==> config.mk <==
export PLATFORM = sky130hd
export DESIGN_NAME = apb_demux_reg_to
export DESIGN_NICKNAME = d
export VERILOG_FILES = /design/src/rtl/apb_demux_pkg.sv /design/src/rtl/apb_watchdog.sv /design/src/rtl/apb_demux_reg_to.sv
export SDC_FILE = /design/constraint.sdc
export NUM_CORES = 1
export LEC_CHECK = 0
export CAP_MARGIN = 20
export CORE_AREA = 4 4 359 361
export DETAILED_ROUTE_END_ITERATION = 8
export DIE_AREA = 0 0 363 365
export PLACE_DENSITY = 0.49
export SLEW_MARGIN = 20
export SYNTH_ARGS = -nofsm -noshare
export SYNTH_HDL_FRONTEND = slang
export SYNTH_SLANG_ARGS = --single-unit
==> constraint.sdc <==
create_clock -name clk_i -period 15.5 [get_ports clk_i]
set_clock_uncertainty 0.2 [all_clocks]
set_input_delay 3.1 -clock clk_i [delete_from_list [all_inputs] [get_ports clk_i]]
set_output_delay 3.1 -clock clk_i [all_outputs]
set_load 0.01 [all_outputs]
==> src/rtl/apb_demux_pkg.sv <==
// Shared types and helpers for the registered APB demultiplexer.
//   state_e     : controller states (IDLE/SETUP/ACCESS/RESP/ERR)
//   apb_req_t   : default APB request struct (32-bit address/data)
//   apb_resp_t  : default APB response struct
//   apb_rule_t  : default address rule {idx, start_addr, end_addr}, end exclusive
//   cnt_width() : watchdog counter width for a given timeout
package apb_demux_pkg;

  localparam int unsigned ApbAddrWidth = 32;
  localparam int unsigned ApbDataWidth = 32;
  localparam int unsigned ApbStrbWidth = ApbDataWidth / 8;

  typedef enum logic [2:0] {
    IDLE   = 3'd0,
    SETUP  = 3'd1,
    ACCESS = 3'd2,
    RESP   = 3'd3,
    ERR    = 3'd4
  } state_e;

  typedef struct packed {
    logic [ApbAddrWidth-1:0] paddr;
    logic [2:0]              pprot;
    logic                    psel;
    logic                    penable;
    logic                    pwrite;
    logic [ApbDataWidth-1:0] pwdata;
    logic [ApbStrbWidth-1:0] pstrb;
  } apb_req_t;

  typedef struct packed {
    logic                    pready;
    logic [ApbDataWidth-1:0] prdata;
    logic                    pslverr;
  } apb_resp_t;

  typedef struct packed {
    logic [31:0]             idx;
    logic [ApbAddrWidth-1:0] start_addr;
    logic [ApbAddrWidth-1:0] end_addr;
  } apb_rule_t;

  // Width able to hold 0..timeout_cycles; at least one bit so a disabled
  // watchdog still has a legal (unused) counter.
  function automatic int unsigned cnt_width(input int unsigned timeout_cycles);
    return (timeout_cycles == 0) ? 1 : $clog2(timeout_cycles + 1);
  endfunction

endpackage

==> src/rtl/apb_watchdog.sv <==
// Access-phase watchdog for the APB demultiplexer.
//   clk_i    : clock
//   rst_i    : asynchronous active-high reset
//   clear_i  : return the counter to zero (held outside the access phase)
//   count_i  : advance the counter by one this cycle
//   expire_o : this counting cycle is the last allowed one (combinational)
// TimeoutCycles = 0 disables expiry entirely.
module apb_watchdog
  import apb_demux_pkg::*;
#(
  parameter int unsigned TimeoutCycles = 16
) (
  input  logic clk_i,
  input  logic rst_i,
  input  logic clear_i,
  input  logic count_i,
  output logic expire_o
);

  localparam int unsigned CntWidth = cnt_width(TimeoutCycles);

  logic [CntWidth-1:0] cnt_q;

  always_ff @(posedge clk_i or posedge rst_i) begin
    if (rst_i) begin
      cnt_q <= '0;
    end else if (clear_i) begin
      cnt_q <= '0;
    end else if (count_i) begin
      cnt_q <= cnt_q + 1'b1;
    end
  end

  generate
    if (TimeoutCycles == 0) begin : g_disabled
      assign expire_o = 1'b0;
    end else begin : g_enabled
      // The counter reads 0 in the first access cycle, so matching
      // TimeoutCycles-1 flags the TimeoutCycles-th access cycle.
      localparam logic [CntWidth-1:0] LastCnt = CntWidth'(TimeoutCycles - 1);
      assign expire_o = count_i && (cnt_q == LastCnt);
    end
  endgenerate

endmodule

==> src/rtl/apb_demux_reg_to.sv <==
// Registered, address-decoding APB demultiplexer with decode-error responder
// and access watchdog. Every output comes from a flop, so there is no
// combinational path from the slave port to any master port.
//   clk_i       : clock
//   rst_i       : asynchronous active-high reset
//   addr_map_i  : NoRules address rules, quasi-static
//   slv_req_i   : upstream APB request
//   slv_resp_o  : upstream APB response
//   mst_req_o   : NoMstPorts downstream APB requests
//   mst_resp_i  : NoMstPorts downstream APB responses
//   dec_err_o   : one-cycle pulse when an unmapped transfer completes
//   timeout_o   : one-cycle pulse when the watchdog aborts a transfer
//   busy_o      : controller not in IDLE
//
// Handshake: upstream, a transfer is accepted when psel is seen in IDLE; the
// master must hold its request until it sees pready, which is high for exactly
// one cycle (RESP or ERR). Downstream, the selected port gets one setup cycle
// (psel=1, penable=0) then an access phase (psel=1, penable=1) that ends on
// the first cycle with pready=1, or is aborted by the watchdog.
module apb_demux_reg_to
  import apb_demux_pkg::*;
#(
  parameter int unsigned NoMstPorts    = 4,
  parameter int unsigned NoRules       = 4,
  parameter int unsigned AddrWidth     = 32,
  parameter int unsigned DataWidth     = 32,
  parameter int unsigned TimeoutCycles = 16,
  parameter type         req_t         = apb_req_t,
  parameter type         resp_t        = apb_resp_t,
  parameter type         rule_t        = apb_rule_t
) (
  input  logic                                     clk_i,
  input  logic                                     rst_i,
  input  rule_t [((NoRules > 0) ? NoRules : 1)-1:0] addr_map_i,
  input  req_t                                     slv_req_i,
  output resp_t                                    slv_resp_o,
  output req_t  [NoMstPorts-1:0]                   mst_req_o,
  input  resp_t [NoMstPorts-1:0]                   mst_resp_i,
  output logic                                     dec_err_o,
  output logic                                     timeout_o,
  output logic                                     busy_o
);

  localparam int unsigned SelWidth = (NoMstPorts > 1) ? $clog2(NoMstPorts) : 1;

  // ---------------------------------------------------------------------------
  // Address decode (combinational, only consumed in IDLE)
  // ---------------------------------------------------------------------------
  logic [AddrWidth-1:0] dec_addr;
  logic                 dec_hit;
  logic [SelWidth-1:0]  dec_idx;

  assign dec_addr = slv_req_i.paddr;

  // Scan from the highest rule down so the lowest matching index is the last
  // one written and wins. A rule pointing beyond the last port never matches.
  always_comb begin
    dec_hit = 1'b0;
    dec_idx = '0;
    for (int i = int'(NoRules) - 1; i >= 0; i--) begin
      if ((dec_addr >= addr_map_i[i].start_addr) &&
          (dec_addr <  addr_map_i[i].end_addr) &&
          (addr_map_i[i].idx < NoMstPorts)) begin
        dec_hit = 1'b1;
        dec_idx = SelWidth'(addr_map_i[i].idx);
      end
    end
  end

  // penable of the upstream request is not needed: acceptance keys on psel.
  logic unused_slv_penable;
  assign unused_slv_penable = slv_req_i.penable;

  // ---------------------------------------------------------------------------
  // Controller
  // ---------------------------------------------------------------------------
  state_e                 state_q;
  logic [SelWidth-1:0]    sel_q;
  req_t  [NoMstPorts-1:0] mst_req_q;
  resp_t                  slv_resp_q;
  logic                   dec_err_q;
  logic                   timeout_q;
  logic                   wd_expire;
  logic [DataWidth-1:0]   sel_prdata;

  assign sel_prdata = mst_resp_i[sel_q].prdata;

  apb_watchdog #(
    .TimeoutCycles (TimeoutCycles)
  ) i_watchdog (
    .clk_i    (clk_i),
    .rst_i    (rst_i),
    .clear_i  (state_q != ACCESS),
    .count_i  (state_q == ACCESS),
    .expire_o (wd_expire)
  );

  always_ff @(posedge clk_i or posedge rst_i) begin
    if (rst_i) begin
      state_q    <= IDLE;
      sel_q      <= '0;
      mst_req_q  <= '0;
      slv_resp_q <= '0;
      dec_err_q  <= 1'b0;
      timeout_q  <= 1'b0;
    end else begin
      // Response and pulses are single-cycle unless loaded below.
      slv_resp_q <= '0;
      dec_err_q  <= 1'b0;
      timeout_q  <= 1'b0;
      unique case (state_q)
        IDLE: begin
          if (slv_req_i.psel) begin
            if (dec_hit) begin
              sel_q                      <= dec_idx;
              mst_req_q[dec_idx].paddr   <= slv_req_i.paddr;
              mst_req_q[dec_idx].pprot   <= slv_req_i.pprot;
              mst_req_q[dec_idx].pwrite  <= slv_req_i.pwrite;
              mst_req_q[dec_idx].pwdata  <= slv_req_i.pwdata;
              mst_req_q[dec_idx].pstrb   <= slv_req_i.pstrb;
              mst_req_q[dec_idx].psel    <= 1'b1;
              mst_req_q[dec_idx].penable <= 1'b0;
              state_q                    <= SETUP;
            end else begin
              slv_resp_q.pready  <= 1'b1;
              slv_resp_q.pslverr <= 1'b1;
              dec_err_q          <= 1'b1;
              state_q            <= ERR;
            end
          end
        end
        SETUP: begin
          mst_req_q[sel_q].penable <= 1'b1;
          state_q                  <= ACCESS;
        end
        ACCESS: begin
          // A completing slave takes priority over a simultaneous expiry.
          if (mst_resp_i[sel_q].pready) begin
            slv_resp_q.pready  <= 1'b1;
            slv_resp_q.prdata  <= sel_prdata;
            slv_resp_q.pslverr <= mst_resp_i[sel_q].pslverr;
            mst_req_q          <= '0;
            state_q            <= RESP;
          end else if (wd_expire) begin
            slv_resp_q.pready  <= 1'b1;
            slv_resp_q.pslverr <= 1'b1;
            timeout_q          <= 1'b1;
            mst_req_q          <= '0;
            state_q            <= RESP;
          end
        end
        RESP:    state_q <= IDLE;
        ERR:     state_q <= IDLE;
        default: state_q <= IDLE;
      endcase
    end
  end

  assign mst_req_o  = mst_req_q;
  assign slv_resp_o = slv_resp_q;
  assign dec_err_o  = dec_err_q;
  assign timeout_o  = timeout_q;
  assign busy_o     = (state_q != IDLE);

endmodule
[Word level (Yosys, flattened, before mapping)]
Index checks and enable logic that the tools add are counted.
Cells by class
  add/subtract/negate cells: 1
  multipliers: 0
  divide/modulo/power cells: 0
  order comparisons: 16
  equal/unequal tests: 7
  shift operators: 0
  multiplexer cells: 58
  bitwise gates (word level): 0
  reductions and logical operators: 18
Operators by type and width (count)
  bitwise mux 296 bit: 8
  demux 74 bit (select 2 bit): 8
  two-way mux 296 bit: 4
  one-hot mux 296 bit (3 select lines): 1
  greater-or-equal comparator 32 bit: 4
  < comparator 32 x 3 -> 1 bit (second input constant): 4
  < comparator 32 bit: 4
  two-way mux 38 bit: 2
  two-way mux 74 bit: 1
  binary-select mux 34 bit (select 2 bit): 1
  two-way mux 32 bit: 2
  two-way mux 42 bit: 1
  two-way mux 39 bit: 1
  two-way mux 37 bit: 1
  two-way mux 36 bit: 1
  two-way mux 34 bit: 1
  two-way mux 1 bit: 12
  two-way mux 3 bit: 4
  logical AND 1 bit: 11
  two-way mux 5 bit: 2
  one-hot mux 3 bit (3 select lines): 1
  two-way mux 2 bit: 4
  < comparator 2 x 3 -> 1 bit (second input constant): 2
  nonzero test 3 bit: 2
  other kinds (15): 18
Word-level totals
  register bits: 342
  bits in latches: 0
  memory bits (writable): 0
  ROM bits: 0
  logic and storage cells: 136
  memories: 0

[Logic depth before layout (Yosys ltp)]
  word-level depth: 21
  depth in mapped cells: 15

[Hierarchy]
Synthesis repeated with hierarchy kept, for this count alone.
Unflattened totals
  cell total of the unflattened synthesis: 2047
  area, all modules: 20818.7 um2
Modules (own cells, without submodules)
  apb_demux_reg_to: times used 1, cells an instance 2022, area an instance 20529.7 um2, sequential area each 8433.1 um2
  apb_watchdog: times used 1, cells an instance 25, area an instance 289.0 um2, sequential area each 125.1 um2

[Least setup slack after synthesis]
OpenSTA, ideal clock, no wires.
  kind: input port to flip-flop
  from: in addr_map_i[4] (netlist name)
  to: reg mst_req_q, in the netlist mst_req_o[153]
  setup time: 0.066 ns
  arrival time: 6.009 ns
  required time: 15.234 ns
  path slack: 9.225 ns
  stages on the path: 14
  path buffers: 3
  cell sequence: inv_1 ha_1 a211oi_1 nor2_1 a2111oi_0 o31ai_1 and4_1 or3_1 buf_2 nor3b_1 o21a_1 buf_4 clkbuf_1 a22o_1
Between the ends
  cells in the longest elaborated chain, start to end: 15
RTL lines
  start: declaration: RTL line apb_demux_reg_to.sv:34  | input rule_t [((NoRules > 0) ? NoRules : 1)-1:0] addr_map_i,
  < comparator 32 bit (*): RTL line apb_demux_reg_to.sv:62  | (dec_addr < addr_map_i[i].end_addr) &&
  logical AND 1 bit (*): RTL line apb_demux_reg_to.sv:61  | if ((dec_addr >= addr_map_i[i].start_addr) &&
  logical AND 1 bit (*): RTL line apb_demux_reg_to.sv:62
  two-way mux 2 bit: RTL line apb_demux_reg_to.sv:61
  < comparator 2 x 3 -> 1 bit (implied by the code) (tied with other cells): RTL line apb_demux_reg_to.sv:119  | mst_req_q[dec_idx].pwdata <= slv_req_i.pwdata;
  logical AND 1 bit (implied by the code) / bitwise mux 296 bit (equally long branches): RTL line apb_demux_reg_to.sv:119, apb_demux_reg_to.sv:116
  two-way mux 36 bit (implied by the code) / bitwise mux 296 bit (equally long branches): RTL line apb_demux_reg_to.sv:119, apb_demux_reg_to.sv:117
  demux 74 bit (select 2 bit) / bitwise mux 296 bit (equally long branches): RTL line apb_demux_reg_to.sv:119, apb_demux_reg_to.sv:118
  bitwise mux 296 bit: RTL line apb_demux_reg_to.sv:119
  bitwise mux 296 bit: RTL line apb_demux_reg_to.sv:120  | mst_req_q[dec_idx].pstrb <= slv_req_i.pstrb;
  bitwise mux 296 bit: RTL line apb_demux_reg_to.sv:121  | mst_req_q[dec_idx].psel <= 1'b1;
  bitwise mux 296 bit: RTL line apb_demux_reg_to.sv:122  | mst_req_q[dec_idx].penable <= 1'b0;
  two-way mux 296 bit: RTL line apb_demux_reg_to.sv:114  | if (dec_hit) begin
  two-way mux 296 bit: RTL line apb_demux_reg_to.sv:113  | if (slv_req_i.psel) begin
  one-hot mux 296 bit (3 select lines): RTL line apb_demux_reg_to.sv:111  | unique case (state_q)
  end: declaration: RTL line apb_demux_reg_to.sv:79  | req_t [NoMstPorts-1:0] mst_req_q;
Every way passes the cells marked *; elsewhere a longest branch is shown, timed or not. The select of a mux whose other input is x is not followed.
A chain may end at the register's enable or synchronous reset.

[Worst setup path in the final report]
  from: in slv_req_i[42] (netlist name)
  to: reg mst_req_q, in the netlist mst_req_o[87]
Between the ends
  cells in the longest elaborated chain, start to end: 18
RTL lines
  start: declaration: RTL line apb_demux_reg_to.sv:35  | input req_t slv_req_i,
  greater-or-equal comparator 32 bit / < comparator 32 bit (equally long branches): RTL line apb_demux_reg_to.sv:61, apb_demux_reg_to.sv:62
  logical AND 1 bit: RTL line apb_demux_reg_to.sv:61
  logical AND 1 bit: RTL line apb_demux_reg_to.sv:62
  two-way mux 2 bit (4 in a row): RTL line apb_demux_reg_to.sv:61
  < comparator 2 x 3 -> 1 bit (implied by the code) (tied with other cells): RTL line apb_demux_reg_to.sv:119
  logical AND 1 bit (implied by the code) / bitwise mux 296 bit (equally long branches): RTL line apb_demux_reg_to.sv:119, apb_demux_reg_to.sv:116
  two-way mux 36 bit (implied by the code) / bitwise mux 296 bit (equally long branches): RTL line apb_demux_reg_to.sv:119, apb_demux_reg_to.sv:117
  demux 74 bit (select 2 bit) / bitwise mux 296 bit (equally long branches): RTL line apb_demux_reg_to.sv:119, apb_demux_reg_to.sv:118
  bitwise mux 296 bit: RTL line apb_demux_reg_to.sv:119
  bitwise mux 296 bit: RTL line apb_demux_reg_to.sv:120
  bitwise mux 296 bit: RTL line apb_demux_reg_to.sv:121
  bitwise mux 296 bit: RTL line apb_demux_reg_to.sv:122
  two-way mux 296 bit: RTL line apb_demux_reg_to.sv:114
  two-way mux 296 bit: RTL line apb_demux_reg_to.sv:113
  one-hot mux 296 bit (3 select lines): RTL line apb_demux_reg_to.sv:111
Parallel ways exist; a longest one is shown, timed or not. The select of a mux whose other input is x is not followed.

==> metrics.txt <==
status finished, final reports clean; clock tree buffer depth 3; root buffer cell clkbuf_16; clk slew on worst S/H paths 0.06 ns; DP Area 31,450 um2; die footprint 132,500 um2; core area 125,400 um2; period utilisation layout 57.24%; max-cap violation count 0; Detail Route Antenna Nets 0; Final Hold Slack 0.2577 ns; register area share after synthesis 42.47%; total power 2608 uW; startpoint types input pin; Final min period 8.872 ns; YS warnings 0; Final Instance Area 33,090 um2; FP Rows 130; post-cts resize count 0; Mapped Nets 2,834; Max Fclk 112.7 MHz; routed vias/inst 4.287; Ports 929; ranking of synthesized cells by area dfrtp_1 42%, ha_1 16%, a22o_1 8.0%; Lkg Pwr 0.01481 uW; Crit path arrival time 9.20 ns; routed wire length 118,300 um; largest net degree at the start of global routing 114; Clock Latency Late Sink 0.60 ns; area grow syn2layout 64.22%; relative slew slack 25.75%; TritonCTS clock tree built; Final Util 26.39%; FF/Latch Area 8561 um2; Setup Buffers After CTS 0; cts hold-fix bufs 0; DRT iter0 DRCs 1,220; fin nets 3,764; Synth area leader dfrtp_1; Layout fillers 13,480; Gate Count Post-Synth 1,984; Die Ht 365 um; CP Capture Type register; clk sinks 342; most common cell after layout, fill and taps aside clkdlybuf4s50_1; count of input and output buffers 927; Avg Cell Area, Syn 10.16 um2; hold crit path type reg -> reg; max-slew violations 0; first-pass GRT wire length 158,300 um; Netlist Area Pre-Place 20,150 um2; Die W 363 um; layout cell share with drive strength beyond 1 7.700%; GR Util All Layers 16.99%; Final HPWL DP 91,100 um; Post-synth EDFFs 0; Synth cell types 73; vias in the first global route 20,220; Seq cells post-synth 342; endpoints failing setup 0; Worst Tran Pin Value 1.114 ns; antenna violations before repair 34; DRC Markers 0; Inserted Clock Buffers 44; WS Path Type in -> reg; Starting Density 16.07%; H-Tree Level Count 2; Worst VDD drop 61.48 uV; CP required 15.83 ns; vias post-DR 19,780; unrepaired setup endpoints after global routing false; Main synth FF type dfrtp_1; Fin. Hold Viols 0; area occupied by multi-input gates 10,250 um2; total gr overflow 0; commonest cells after routing, fill and taps aside 916 x clkdlybuf4s50_1, 340 x dfrtp_1, 264 x inv_1; setup_tns 0 ns; CP max FO 49; Pre-antenna DRT Iters 5; FFs w/ async S/R, synth 100.0%; Routed WL per cell 25.65 um; share of the synthesized area in the top cell type 42.47%; P per Cell Area 78.80 nW/um2; Final Wtd Congestion 0.8040
worst paths after layout:
kind	slack [ns]	cells past startpoint	to	start
setup / recovery	6.63	16	mst_req_o[87]	slv_req_i[42]
setup reg to reg	11.79	6	mst_req_o[66]	state_q[0]
max in group asynchronous	10.09	4	mst_req_o[42]	rst_i
hold / removal	0.26	1	i_watchdog.cnt_q[0]	i_watchdog.cnt_q[0]
hold reg to reg	0.26	1	i_watchdog.cnt_q[0]	i_watchdog.cnt_q[0]
min in group asynchronous	2.90	2	mst_req_o[79]	rst_i
where the power goes:
group          internal (uW)  total [uW]  switching [uW]
combinational            250         562             311
clock                    681        1130             447
sequential               909         918            8.68
total                   1840        2610             767
area by class of cell:
| class | count | share of cell area [%] |
|---|---|---|
| Tap cell | 1650 | 6.238 |
| Clock buffer | 59 | 3.743 |
| Clock inverter | 21 | 1.002 |
| Timing Repair Buffer | 975 | 29.02 |
| Antenna cell | 15 | 0.1134 |
| Multi-Input combinational cell | 1285 | 30.97 |
| Sequential cell | 342 | 25.87 |
| Inverter | 266 | 3.040 |
sequential cells by signal, indices dropped and copies added (netlist names):
name / cells
mst_req_o: 296
slv_resp_o: 34
i_watchdog.cnt_q: 5
state_q: 3
sel_q: 2
dec_err_o: 1
timeout_o: 1
routing by layer:
metal | track usage [%] | vias to the layer above | routed length, um | share of wire, %
met1 | 19.66 | 9716 | 45870 | 39
li1 | - | 9120 | - | -
met4 | 5.842 | 18 | 3679 | 3.1
met2 | 30.29 | 773 | 59920 | 51
met5 | 0 | - | 111 | 0.094
met3 | 4.485 | 150 | 8749 | 7.4
cell usage after synthesis, drive strengths merged (3+ instances only):
cell and count:
o21ai 189, o211ai 3, a211o 3, and3 36, a21o 17, nor2b 7, o31ai 7, nor2 52
a22o 217, nand3 20, a221oi 3, a31oi 4, dfrtp 342, mux4 34, or4 4, nor4 37
o21bai 3, a2111oi 5, a21oi 93, a211oi 12, buf 38, and4 6, nand2b 6, nand2 145
nor3b 6, o21a 11, a21boi 5, nor3 20, and2 6, ha 254, inv 266, a221o 5
clkbuf 53, nand4 39
critical path, cell delays in order:
cell             delay [ns]
clkdlybuf4s50_1        0.70
inv_1                  0.34
ha_1                   0.36
nor3b_1                0.19
o21ai_0                0.11
a21oi_1                0.63
nor3b_1                0.09
or4_1                  0.65
and2_1                 0.25
o41a_2                 0.88
nor2_4                 0.23
inv_2                  0.11
o31ai_4                0.18
buf_4                  0.40
buf_4                  0.64
a22o_1                 0.26
cell families (layout without fill, tap and decap cells):
logic type / Yosys count / after routing / share of synthesized area [%]
xor+xnor: 3 / 3 / 0.1304
fa+ha+maj: 254 / 254 / 15.77
other cells: 0 / 15 / 0
mux: 35 / 35 / 3.856
buf+inv: 357 / 1321 / 7.090
flops: 342 / 342 / 42.47
compound gates: 602 / 602 / 21.06
simple gates: 391 / 391 / 9.624
metrics by stage:
step,instances,setup slack [ns]
4_1_cts,4597,6.411
6_report,4613,6.628
5_1_grt,4604,6.330
2_1_floorplan,1984,2.720
3_5_place_dp,4517,5.787
3_3_place_gp,4517,5.767
Power figures use the tool's default switching activity.
